===== config.mk =====
export PLATFORM = sky130hd
export DESIGN_NAME = dual_port_ram
export DESIGN_NICKNAME = d
export VERILOG_FILES = /design/src/rtl/dpram_pkg.sv /design/src/rtl/dpram_storage.sv /design/src/rtl/dual_port_ram.sv
export SDC_FILE = /design/constraint.sdc
export NUM_CORES = 1
export LEC_CHECK = 0
export ABC_CLOCK_PERIOD_IN_PS = 2700
export CORE_ASPECT_RATIO = 0.6
export CORE_UTILIZATION = 50
export CTS_CLUSTER_SIZE = 30
export DETAILED_ROUTE_END_ITERATION = 10
export PLACE_DENSITY_LB_ADDON = 0.05
export SETUP_SLACK_MARGIN = 0.2
export SYNTH_ARGS = -nofsm -noshare
export SYNTH_HDL_FRONTEND = slang
export SYNTH_HIERARCHICAL = 1
export SYNTH_SLANG_ARGS = --single-unit
export TNS_END_PERCENT = 100

===== constraint.sdc =====
create_clock -name clk -period 2.7 [get_ports clk]
set_input_delay 0.27 -clock clk [delete_from_list [all_inputs] [get_ports clk]]
set_output_delay 0.27 -clock clk [all_outputs]
set_load 0.005 [all_outputs]

===== src/rtl/dpram_pkg.sv =====
// dpram_pkg: default geometry and word/address types for dual_port_ram (16 x 8)
package dpram_pkg;
  localparam int DPRAM_DATA_WIDTH = 8;
  localparam int DPRAM_ADDR_WIDTH = 4;
  localparam int DPRAM_DEPTH = 16;
  typedef logic [DPRAM_ADDR_WIDTH-1:0] addr_t;
  typedef logic [DPRAM_DATA_WIDTH-1:0] data_t;
endpackage


===== src/rtl/dpram_storage.sv =====
// dpram_storage: memory array with sync clear (rst active-low) and write port (wr_en/w_addr/w_data), async read word rd_word at rd_addr
module dpram_storage
  import dpram_pkg::*;
#(
  parameter int DATA_WIDTH = DPRAM_DATA_WIDTH,
  parameter int ADDR_WIDTH = DPRAM_ADDR_WIDTH,
  parameter int DEPTH = DPRAM_DEPTH
) (
  input  logic                  clk,
  input  logic                  rst,
  input  logic                  wr_en,
  input  logic [ADDR_WIDTH-1:0] w_addr,
  input  logic [DATA_WIDTH-1:0] w_data,
  input  logic [ADDR_WIDTH-1:0] rd_addr,
  output logic [DATA_WIDTH-1:0] rd_word
);
  logic [DATA_WIDTH-1:0] mem [DEPTH];
  always_ff @(posedge clk)
    if (!rst)
      for (int i = 0; i < DEPTH; i++) mem[i] <= '0;
    else if (wr_en)
      mem[w_addr] <= w_data;
  assign rd_word = mem[rd_addr];
endmodule


===== src/rtl/dual_port_ram.sv =====
// dual_port_ram: 1W/1R sync RAM; ports clk, rst (sync active-low), wr_en/w_addr/w_data, rd_en/rd_addr, registered rd_data; DPRAM_WR_BYPASS_EN selects write-first on collision
module dual_port_ram
  import dpram_pkg::*;
#(
  parameter int DATA_WIDTH = DPRAM_DATA_WIDTH,
  parameter int ADDR_WIDTH = DPRAM_ADDR_WIDTH,
  parameter int DEPTH = DPRAM_DEPTH
) (
  input  logic                  clk,
  input  logic                  rst,
  input  logic                  wr_en,
  input  logic [ADDR_WIDTH-1:0] w_addr,
  input  logic [DATA_WIDTH-1:0] w_data,
  input  logic                  rd_en,
  input  logic [ADDR_WIDTH-1:0] rd_addr,
  output logic [DATA_WIDTH-1:0] rd_data
);
  if (DEPTH != 2 ** ADDR_WIDTH) begin : g_depth_chk
    $error("dual_port_ram: DEPTH must equal 2**ADDR_WIDTH");
  end
  logic [DATA_WIDTH-1:0] rd_word, rd_next;
  dpram_storage #(
    .DATA_WIDTH(DATA_WIDTH),
    .ADDR_WIDTH(ADDR_WIDTH),
    .DEPTH(DEPTH)
  ) u_storage (
    .clk(clk),
    .rst(rst),
    .wr_en(wr_en),
    .w_addr(w_addr),
    .w_data(w_data),
    .rd_addr(rd_addr),
    .rd_word(rd_word)
  );
`ifdef DPRAM_WR_BYPASS_EN
  assign rd_next = (wr_en && w_addr == rd_addr) ? w_data : rd_word;
`else
  assign rd_next = rd_word;
`endif
  always_ff @(posedge clk)
    if (!rst)
      rd_data <= '0;
    else if (rd_en)
      rd_data <= rd_next;
endmodule


After elaboration in Yosys (flattened, before gate mapping) --
Memories as Yosys holds them, arrays and structs flattened. A register that Yosys moved wholly into a read port is not among the register bits. Cells that the tools add are included.
Word-level totals: register bits 0, bits in writable memories 128, input bits 20, output and inout bits 8, logic and storage cells 10, memories kept 1
Memories:
- u_storage.mem | depth 16, width 8, rd ports 1, clocked after Yosys merged registers in 1, wr ports 16, line dpram_storage.sv:17 | logic [DATA_WIDTH-1:0] mem [DEPTH];
Operators by class: mux-type cells 7, reduce and logical (&&, ||, !) cells 2
Operator list (count):
- two-way mux 8 bit | 1
- OR reduction 8 bit | 1
- two-way mux 1 bit | 5
- two-way mux 4 bit | 1
- logical NOT 1 bit | 1

Logic depth before layout (Yosys ltp) --
word-level depth 5, mapped depth 7, gate-level depth less buffers 5

Modules after synthesis --
The synthesis kept the hierarchy.
By module, submodules not included:
- dpram_storage | instances 1, cells an instance 375, area each 5933.2 um^2, seq. area each 3843.7 um^2
- dual_port_ram | instances 1, cells an instance 25, area each 301.5 um^2, seq. area each 160.2 um^2

Worst setup path before layout --
No wires, ideal clock.
kind input to register, start point input rst, end point memory u_storage/mem[5][0] (netlist bit), enable pin, library setup time 0.384 ns, arrival 1.317 ns, data required time 2.316 ns, setup slack 0.999 ns, cell stages on the path 3, path buffers 1, path through buf_4 > nand4b_1 > o21ai_0
RTL lines:
- from (decl) | line dual_port_ram.sv:10 | input logic rst,
- to (decl) | line dpram_storage.sv:17

==> impl_metrics.toml <==
[timing]
layout_min_cycle_time_ps = 1960
hold_violations = 0
relSlewSlack = 0.477
unrepaired_setup_endpoints_after_global_routing = "no"
report.final.setup_viol = 0
layout_worst_path_cycle_share = 0.728
finalClockSkew_ps = 8.26
fin_tns_setup_ps = 0
fmax_mhz = 509
drv_slew = 0
post_route_hold_slack_ps = 526
worst-slew-pin-transition_ps = 783

[placed_design]
place.gp.congestion = 0.863
io_buffers = 27
place_inst = 593
dp_hpwl_um = 10200

[critical_path]
critical_path_required_ps = 2750
worst_setup_path_end_kind = "flip-flop"
max_stage_delay_ps = 680
crit_path_start_kind = "input pin"
criticalPathCategory = "in -> reg"
crit_path_cell_trace = "clkdlybuf4s50_1 -> nand4bb_1 -> nor3_1 -> nand2b_1"
crit_slowest_cell = "clkdlybuf4s50_1"
cp_max_fo = 9
worstPathArrival_ps = 2010

[detailed_routing]
detail_route.wl_per_cell_um = 23.9
drt_first_pass_iters = 5
met3_wirelength_um = 1180
ant_nets = 0
post_drt_via_cell_ratio = 5.80
top_layer = "met4"
detail_route.wirelength_um = 14900
drtIter0Drc = 252
drc = 0
detailroute.via_count = 3625
drt-met1-wl_um = 7270
wl_met2_um = 6340

[clock_tree]
cts_repair_resize_count = 0
tritoncts.num_buffers = 17
postCtsHoldBufs = 0
insertion_delay_ps = 410
clock_tree.buffer_depth = 2
clkSlewWorstSetupHoldPaths_ps = 60
cts_root_buffer = "clkbuf_16"
clkSinkCount = 136
cts_htree_levels = 4
tritoncts = "yes"
cts_setup_buffers = 0

[floorplanning]
die-width_um = 146
boundaryPins = 28
placement_rows = 31
placeableCoreArea_sq_um = 12100
initial_utilization = 0.515
chipHeight_um = 88.5
design.die.area_sq_um = 12900

[synthesis]
fraction_of_registers_with_async_set_reset = 0
netlist_area_sq_um = 6230
synth_common_cells = "129 x and2_1, 128 x edfxtp_1, 16 x a22oi_1, 16 x mux4_1, 16 x mux4_2"
synth_top_flop_cell = "edfxtp_1"
synth_warnings = 6
synth.area.top_cells = "edfxtp_1 62%, and2_1 13%, mux4_1 6.7%"
syn-instance-count = 400
synth.largest_area_cell = "edfxtp_1"
yosysSeqAreaShare = 0.642
syn_avg_cell_area_sq_um = 15.6
yosysTopAreaCellShare = 0.616
yosysMostFrequentCell = "and2_1"
synth-edff-count = 128
postSynthNetCount = 420
yosys_register_bits = 136
synth.distinct_cells = 23

[pwr]
cellPowerDensity_nw_per_um2 = 702
fin_total_pwr_mw = 5.16
p_leak_nw = 2.64
worst_ir_drop_vdd_v = 0.000451

[layout]
synthToLayoutAreaGrowth_pct = 17.8
num-fill-cells = 919
post_route_cells_drive_above_1_share = 0.148
antenna_diode_count = 0
final_core_util = 0.607
final_net_count = 467
layoutNonFillerInstCount = 625

[grt]
maximum_number_of_pins_on_one_net_before_global_route_repair = 33
grt_pass1_vias = 3570
antenna_found_initial = 0
globalRouteOverflowTotal = 0
grt_util_all_layers = 0.251
first_pass_grt_wire_length_um = 22300

[run_status]
status = "finished, final reports clean"

[job]
cap_violations = 0

[worst_hold_path]
min-delay-path-class = "reg -> reg"
-- cell type report --
| type | instances | area (sq um) | share of cell area |
|---|---|---|---|
| Tap cell | 165 | 206 | 0.0281 |
| Sequential cell | 136 | 4000 | 0.545 |
| Clock inverter | 14 | 158 | 0.0215 |
| Clock buffer | 18 | 429 | 0.0584 |
| Timing Repair Buffer | 49 | 455 | 0.0620 |
| Multi-Input combinational cell | 243 | 2090 | 0.285 |
-- cell usage in the layout, fill, tap and decap left out, drive strengths merged --
cell           instances
a22oi                 16
and2                 129
and2b                  1
buf                   23
bufinv                 3
clkbuf                18
clkdlybuf4s50         26
clkinv                 9
clkinvlp               2
dfxtp                  8
edfxtp               128
mux2i                  8
mux4                  32
nand2                  9
nand2b                 6
nand4                  1
nand4b                 2
nand4bb                1
nor2                  13
nor2b                  9
nor3                   4
o21ai                 12
-- power breakdown --
part	switching, mW	internal (mW)
clock	0.860	1.44
combinational	0.217	0.177
sequential	0.0385	2.43
total	1.12	4.04
-- metal layers --
layer | global-route usage | up-vias
met5 | 0 | -
met4 | 0.0663 | 0
met2 | 0.361 | 151
met3 | 0.0577 | 18
met1 | 0.384 | 1854
li1 | - | 1602
-- cells by family (layout without fill, tap and decap cells) --
| logic type | count (synthesis) | in the layout | synth area share |
|---|---|---|---|
| compound gates | 28 | 28 | 0.0289 |
| buf+inv | 21 | 81 | 0.0223 |
| flops | 136 | 136 | 0.642 |
| mux | 40 | 40 | 0.138 |
| simple gates | 175 | 175 | 0.169 |
-- state kept, by name, indices dropped and copies added (netlist names) --
register	cells
u_storage/mem	128
rd_data	8
-- worst max-delay path: cells and delay by family --
family	cells	cell delay (ps)
and+or+nand+nor	3	1060
buffers and inverters	1	680
-- path summary, 6_finish.rpt --
check                                    startpoint                                 to  slack [ps]  depth (start not counted)
setup reg to reg  u_storage/mem[1][6]$_SDFFCE_PN0P_            rd_data[6]$_SDFFE_PN0P_        1000                          5
setup / recovery                                rst  u_storage/mem[0][1]$_SDFFCE_PN0P_         740                          4
hold reg to reg             rd_data[3]$_SDFFE_PN0P_            rd_data[3]$_SDFFE_PN0P_         530                          2
hold / removal              rd_data[3]$_SDFFE_PN0P_            rd_data[3]$_SDFFE_PN0P_         530                          2
-- through the flow --
stage               instance area [sq um]  worst slack, ps
floorplan                            6230              999
global placement                     6760              456
detailed placement                   6760              410
CTS                                  7340              828
global route                         7340              629
finish                               7340              736
Power figures use the tool's default switching activity.
==> RTL edit 1 (same flow settings) <==
Set the package constant `DPRAM_DATA_WIDTH` to 12 (it was 8).
--- a/src/rtl/dpram_pkg.sv
+++ b/src/rtl/dpram_pkg.sv
@@ -1,6 +1,6 @@
 // dpram_pkg: default geometry and word/address types for dual_port_ram (16 x 8)
 package dpram_pkg;
-  localparam int DPRAM_DATA_WIDTH = 8;
+  localparam int DPRAM_DATA_WIDTH = 12;
   localparam int DPRAM_ADDR_WIDTH = 4;
   localparam int DPRAM_DEPTH = 16;
   typedef logic [DPRAM_ADDR_WIDTH-1:0] addr_t;
Ports: changed (resized rd_data and w_data); port bits go from 28 to 36. No check against the original RTL was run, so the function may have changed too.
==> RTL edit 1 against the original RTL <==
Area after synthesis rose by 48%. Sequential cell count rose by 68. Setup slack gained 30 ps. Critical path depth did not move. Cell area up 43%. Highest routed layer unchanged. Power up 36%. Die area is 47% higher. Via count up 37%. Sequential share of layout area up 2.6 points. Utilization decreased by 2.5 points. Wire length rose by 40%.
==> RTL edit 1: results (changes against the original RTL) <==
- The synthesized netlist net count is 617 (was 420).
- The insertion delay of the later-clocked pin in the worst-skew pair is 490 ps (was 410 ps).
- Result of the run: completed (unchanged).
- The multi-input combinational cell area is 2990 µm² (was 2090 µm²).
- The cell area after placement was 9860 µm² (was 6760 µm²).
- The reg-to-reg startpoint is u_storage/mem[15][10]$_SDFFCE_PN0P_ (was u_storage/mem[1][6]$_SDFFCE_PN0P_).
- The startpoint of the lowest-slack hold path was rd_data[10]$_SDFFE_PN0P_ (was rd_data[3]$_SDFFE_PN0P_).
- The number of enable-type register cells in the synthesized netlist came to 192 (was 128).
- Leading post-synthesis cells by instance count: 193 x sky130_fd_sc_hd__and2_1, 192 x sky130_fd_sc_hd__edfxtp_1, 33 x sky130_fd_sc_hd__mux4_2 (was 129 x sky130_fd_sc_hd__and2_1, 128 x sky130_fd_sc_hd__edfxtp_1, 16 x sky130_fd_sc_hd__a22oi_1, 16 x sky130_fd_sc_hd__mux4_1, 16 x sky130_fd_sc_hd__mux4_2).
- The slack of the worst reg-to-reg path is 1090 ps (was 1000 ps).
- The critical path endpoint is u_storage/mem[15][4]$_SDFFCE_PN0P_ (was u_storage/mem[0][1]$_SDFFCE_PN0P_).
- The endpoint of the worst hold-timing path is rd_data[10]$_SDFFE_PN0P_ (was rd_data[3]$_SDFFE_PN0P_).
- The critical path arrival came to 2280 ps (was 2010 ps).
- The number of instances in the placed design is 849 (was 593).
- The routed via count divided by cell count is 5.63 (was 5.80).
- The weighted congestion at the end of routability-driven global placement is 0.759 (was 0.863).
- The clock tree skew after final layout was 8.59 ps (was 8.26 ps).
- Leading registers by flop count: u_storage/mem: 192 flops, rd_data: 12 flops (was u_storage/mem: 128 flops, rd_data: 8 flops).
- The wire length after detailed routing is 20.9 mm (was 14.9 mm).
- The worst reg2reg path endpoint is rd_data[10]$_SDFFE_PN0P_ (was rd_data[6]$_SDFFE_PN0P_).
- The proportion of synthesized chip area in sequential cells came to 65.1% (was 64.2%).
- The maximum count of clock buffers along a single path is 3 (was 2).
- The pin count of the biggest net entering global routing is 49 (was 33).
- The global-route wire length before repair is 31.8 mm (was 22.3 mm).
- The violation count after the first detailed-routing iteration is 395 (was 252).
- The synthesized area divided by synthesized cell count is 15.6 µm² (about the same).
RTL edit 1: changes by cell type after synthesis, moves of 4 or more:
cell,change
sky130_fd_sc_hd__buf_2,+9
sky130_fd_sc_hd__mux2i_1,+4
sky130_fd_sc_hd__dfxtp_1,+4
sky130_fd_sc_hd__clkbuf_1,+21
sky130_fd_sc_hd__mux4_2,+17
sky130_fd_sc_hd__nor2b_1,+5
sky130_fd_sc_hd__nand2_1,+4
sky130_fd_sc_hd__edfxtp_1,+64
sky130_fd_sc_hd__and2_1,+64
sky130_fd_sc_hd__a22oi_1,+8
RTL edit 1: cells by family (layout without fill, tap and decap cells):
| family | count (synthesis) | after routing | share of synthesized area [%] |
|---|---|---|---|
| compound gates | 36 | 36 | 2.60 |
| buf+inv | 46 | 96 | 2.55 |
| flops | 204 | 204 | 65.1 |
| mux | 60 | 60 | 13.6 |
| simple gates | 247 | 247 | 16.1 |
RTL edit 1: cell type report:
cell class	instances	area share (%)
clock buffers	31	5.83
clock inverters	3	0.393
multi-input cells	343	28.4
flip-flops and latches	204	57.1
well taps	240	2.86
repair buffers	62	5.40
RTL edit 1: critical path, stage by stage:
cell	delay, ps
sky130_fd_sc_hd__clkdlybuf4s50_1	610
sky130_fd_sc_hd__nand2_1	240
sky130_fd_sc_hd__nor2_1	920
sky130_fd_sc_hd__and2_1	230
RTL edit 1: metal layers:
metal | track usage (%) | routed length, µm | vias to the layer above
met4 | 5.01 | 407 | 0
met1 | 35.6 | 10100 | 2543
met3 | 2.84 | 1030 | 26
met5 | 0 | 0 | -
li1 | - | - | 2272
met2 | 35.9 | 9410 | 133
RTL edit 1: where the power goes:
part	switching, mW	internal [mW]	total (mW)
combinational	0.295	0.250	0.545
clock	1.14	1.65	2.79
sequential	0.0495	3.64	3.69
==> RTL edit 2 (config.mk and constraints unchanged) <==
Without the edit above. Register the input `rd_en` before use, cleared by the reset. The logic sees it one clock later. The other inputs are not delayed to match. Comments in the files are not updated.
--- a/src/rtl/dual_port_ram.sv
+++ b/src/rtl/dual_port_ram.sv
@@ -15,6 +15,17 @@
   input  logic [ADDR_WIDTH-1:0] rd_addr,
   output logic [DATA_WIDTH-1:0] rd_data
 );
+
+  logic rd_en_q;
+
+  always_ff @(posedge clk) begin
+      if (!rst) begin
+          rd_en_q <= '0;
+      end else begin
+          rd_en_q <= rd_en;
+      end
+  end
+
   if (DEPTH != 2 ** ADDR_WIDTH) begin : g_depth_chk
     $error("dual_port_ram: DEPTH must equal 2**ADDR_WIDTH");
   end
@@ -40,7 +51,7 @@
   always_ff @(posedge clk)
     if (!rst)
       rd_data <= '0;
-    else if (rd_en)
+    else if (rd_en_q)
       rd_data <= rd_next;
 endmodule
 
Check against the original RTL: not equivalent (a bounded check fails within 4 cycles, from zero or initial values and one cycle with rst low).
==> RTL edit 2 against the original RTL <==
Critical endpoint is now u_storage/mem[8][4]$_SDFFCE_PN0P_. Cell area up 1.4%. Highest routed layer unchanged. Largest cell class unchanged. Power up 3.9%. Wire length down 1.2%. Setup slack gained 100 ps. Sequential share of layout area shrank 0.46 points. Area after synthesis increased by 0.42%. Utilization grew 0.63 points. Sequential cell count grew 1.
==> RTL edit 2: results (changes against the original RTL) <==
- Top area cells in the synthesized netlist: sky130_fd_sc_hd__edfxtp_1 61%, sky130_fd_sc_hd__and2_1 13%, sky130_fd_sc_hd__mux4_1 6.7% (was sky130_fd_sc_hd__edfxtp_1 62%, sky130_fd_sc_hd__and2_1 13%, sky130_fd_sc_hd__mux4_1 6.7%).
- The weighted congestion at the end of routability-driven global placement is 0.777 (was 0.863).
- The proportion of synthesized chip area in sequential cells was 64.3% (was 64.2%).
- The tightest slew margin relative to the limit is 48.7% (was 47.7%).
- The met1 routed wirelength after detailed routing came to 7.43 mm (was 7.27 mm).
- The share of final-layout standard cells stronger than drive strength 1 is 15.5% (was 14.8%).
- The slack of the worst reg-to-reg path was 1090 ps (was 1000 ps).
- The amount of wire on met3 after detailed routing is 1.03 mm (was 1.18 mm).
- Leading registers by flop count: u_storage/mem: 128 flops, rd_data: 8 flops, rd_en_q: 1 flops (was u_storage/mem: 128 flops, rd_data: 8 flops).
- Leading post-synthesis cells by instance count: 130 x sky130_fd_sc_hd__and2_1, 128 x sky130_fd_sc_hd__edfxtp_1, 16 x sky130_fd_sc_hd__a22oi_1, 16 x sky130_fd_sc_hd__mux4_1, 16 x sky130_fd_sc_hd__mux4_2 (was 129 x sky130_fd_sc_hd__and2_1, 128 x sky130_fd_sc_hd__edfxtp_1, 16 x sky130_fd_sc_hd__a22oi_1, 16 x sky130_fd_sc_hd__mux4_1, 16 x sky130_fd_sc_hd__mux4_2).
- The number of setup buffers added after CTS was 0 (unchanged).
- The average wire length per cell after detail routing is 23.4 µm (was 23.9 µm).
- Result of the run: completed (unchanged).
- The gate count after technology mapping is 402 (was 400).
- The layout net count was 473 (was 467).
- The cell area after placement was 6810 µm² (was 6760 µm²).
- The wire length after detailed routing came to 14.8 mm (was 14.9 mm).
- The critical path arrival is 1930 ps (was 2010 ps).
- The global-route wire length before repair is 21.9 mm (was 22.3 mm).
- The violation count after the first detailed-routing iteration is 316 (was 252).
- The path class of the lowest-slack min-delay path is input port to flop (was flop to flop).
- The half-perimeter wire length after placement is 9.64 mm (was 10.2 mm).
- The internal power of the cells is 4.24 mW (was 4.04 mW).
- The routed wire length on met2 is 6.18 mm (was 6.34 mm).
- The total track usage is 24.6% (was 25.1%).
- The routed via count divided by cell count is 5.70 (was 5.80).
- The via count of the first global-routing pass is 3395 (was 3570).
- The initial antenna violation count is 0 (unchanged).
[RTL edit 2: per-layer routing]
layer / vias up / global-route usage, %
met5: - / 0
met4: 0 / 6.53
met3: 10 / 5.36
met2: 134 / 33.5
met1: 1830 / 39.4
li1: 1614 / -
[RTL edit 2: through the flow]
step           worst slack, ps  util, %  hold slack, ps
2_1_floorplan              999        -             392
3_3_place_gp               538     56.1             496
3_5_place_dp               478     56.1             513
4_1_cts                    899     61.3             437
5_1_grt                    733     61.3             448
6_report                   839     61.3             443
[RTL edit 2: cells by family after synthesis]
logic type	synth area share [%]
simple gates	16.9
flops	64.3
mux	13.7
compound gates	2.88
buf+inv	2.22
[RTL edit 2: power groups by stage]
stage | sequential, mW | clock [mW] | combinational [mW]
floorplan | 2.50 | 0 | 0.219
detailed placement | 2.52 | 0 | 0.385
finish | 2.48 | 2.49 | 0.386
global route | 2.49 | 2.61 | 0.412
CTS | 2.48 | 2.53 | 0.387
global placement | 2.52 | 0 | 0.383
[RTL edit 2: cell type report]
| cell class | instances | area (µm²) |
|---|---|---|
| Timing Repair Buffer | 53 | 485 |
| Clock buffer | 17 | 425 |
| Antenna cell | 1 | 2.50 |
| Multi-Input combinational cell | 244 | 2100 |
| Sequential cell | 137 | 4020 |
| Tap cell | 165 | 206 |
| Clock inverter | 13 | 203 |
| Fill cell | 912 | 4700 |
[RTL edit 2: path summary, 6_finish.rpt]
check	from	to	depth (start not counted)
setup / recovery	rst	u_storage/mem[8][4]$_SDFFCE_PN0P_	5
hold / removal	rd_en	rd_en_q$_SDFF_PN0_	2
setup reg to reg	u_storage/mem[11][5]$_SDFFCE_PN0P_	rd_data[5]$_SDFFE_PN0P_	5
hold reg to reg	rd_data[2]$_SDFFE_PN0P_	rd_data[2]$_SDFFE_PN0P_	2
[RTL edit 2: worst max-delay path: stages]
cell,delay [ps]
sky130_fd_sc_hd__clkdlybuf4s50_1,570
sky130_fd_sc_hd__nand4b_1,290
sky130_fd_sc_hd__nor3_1,240
sky130_fd_sc_hd__buf_4,190
sky130_fd_sc_hd__nand2b_1,360
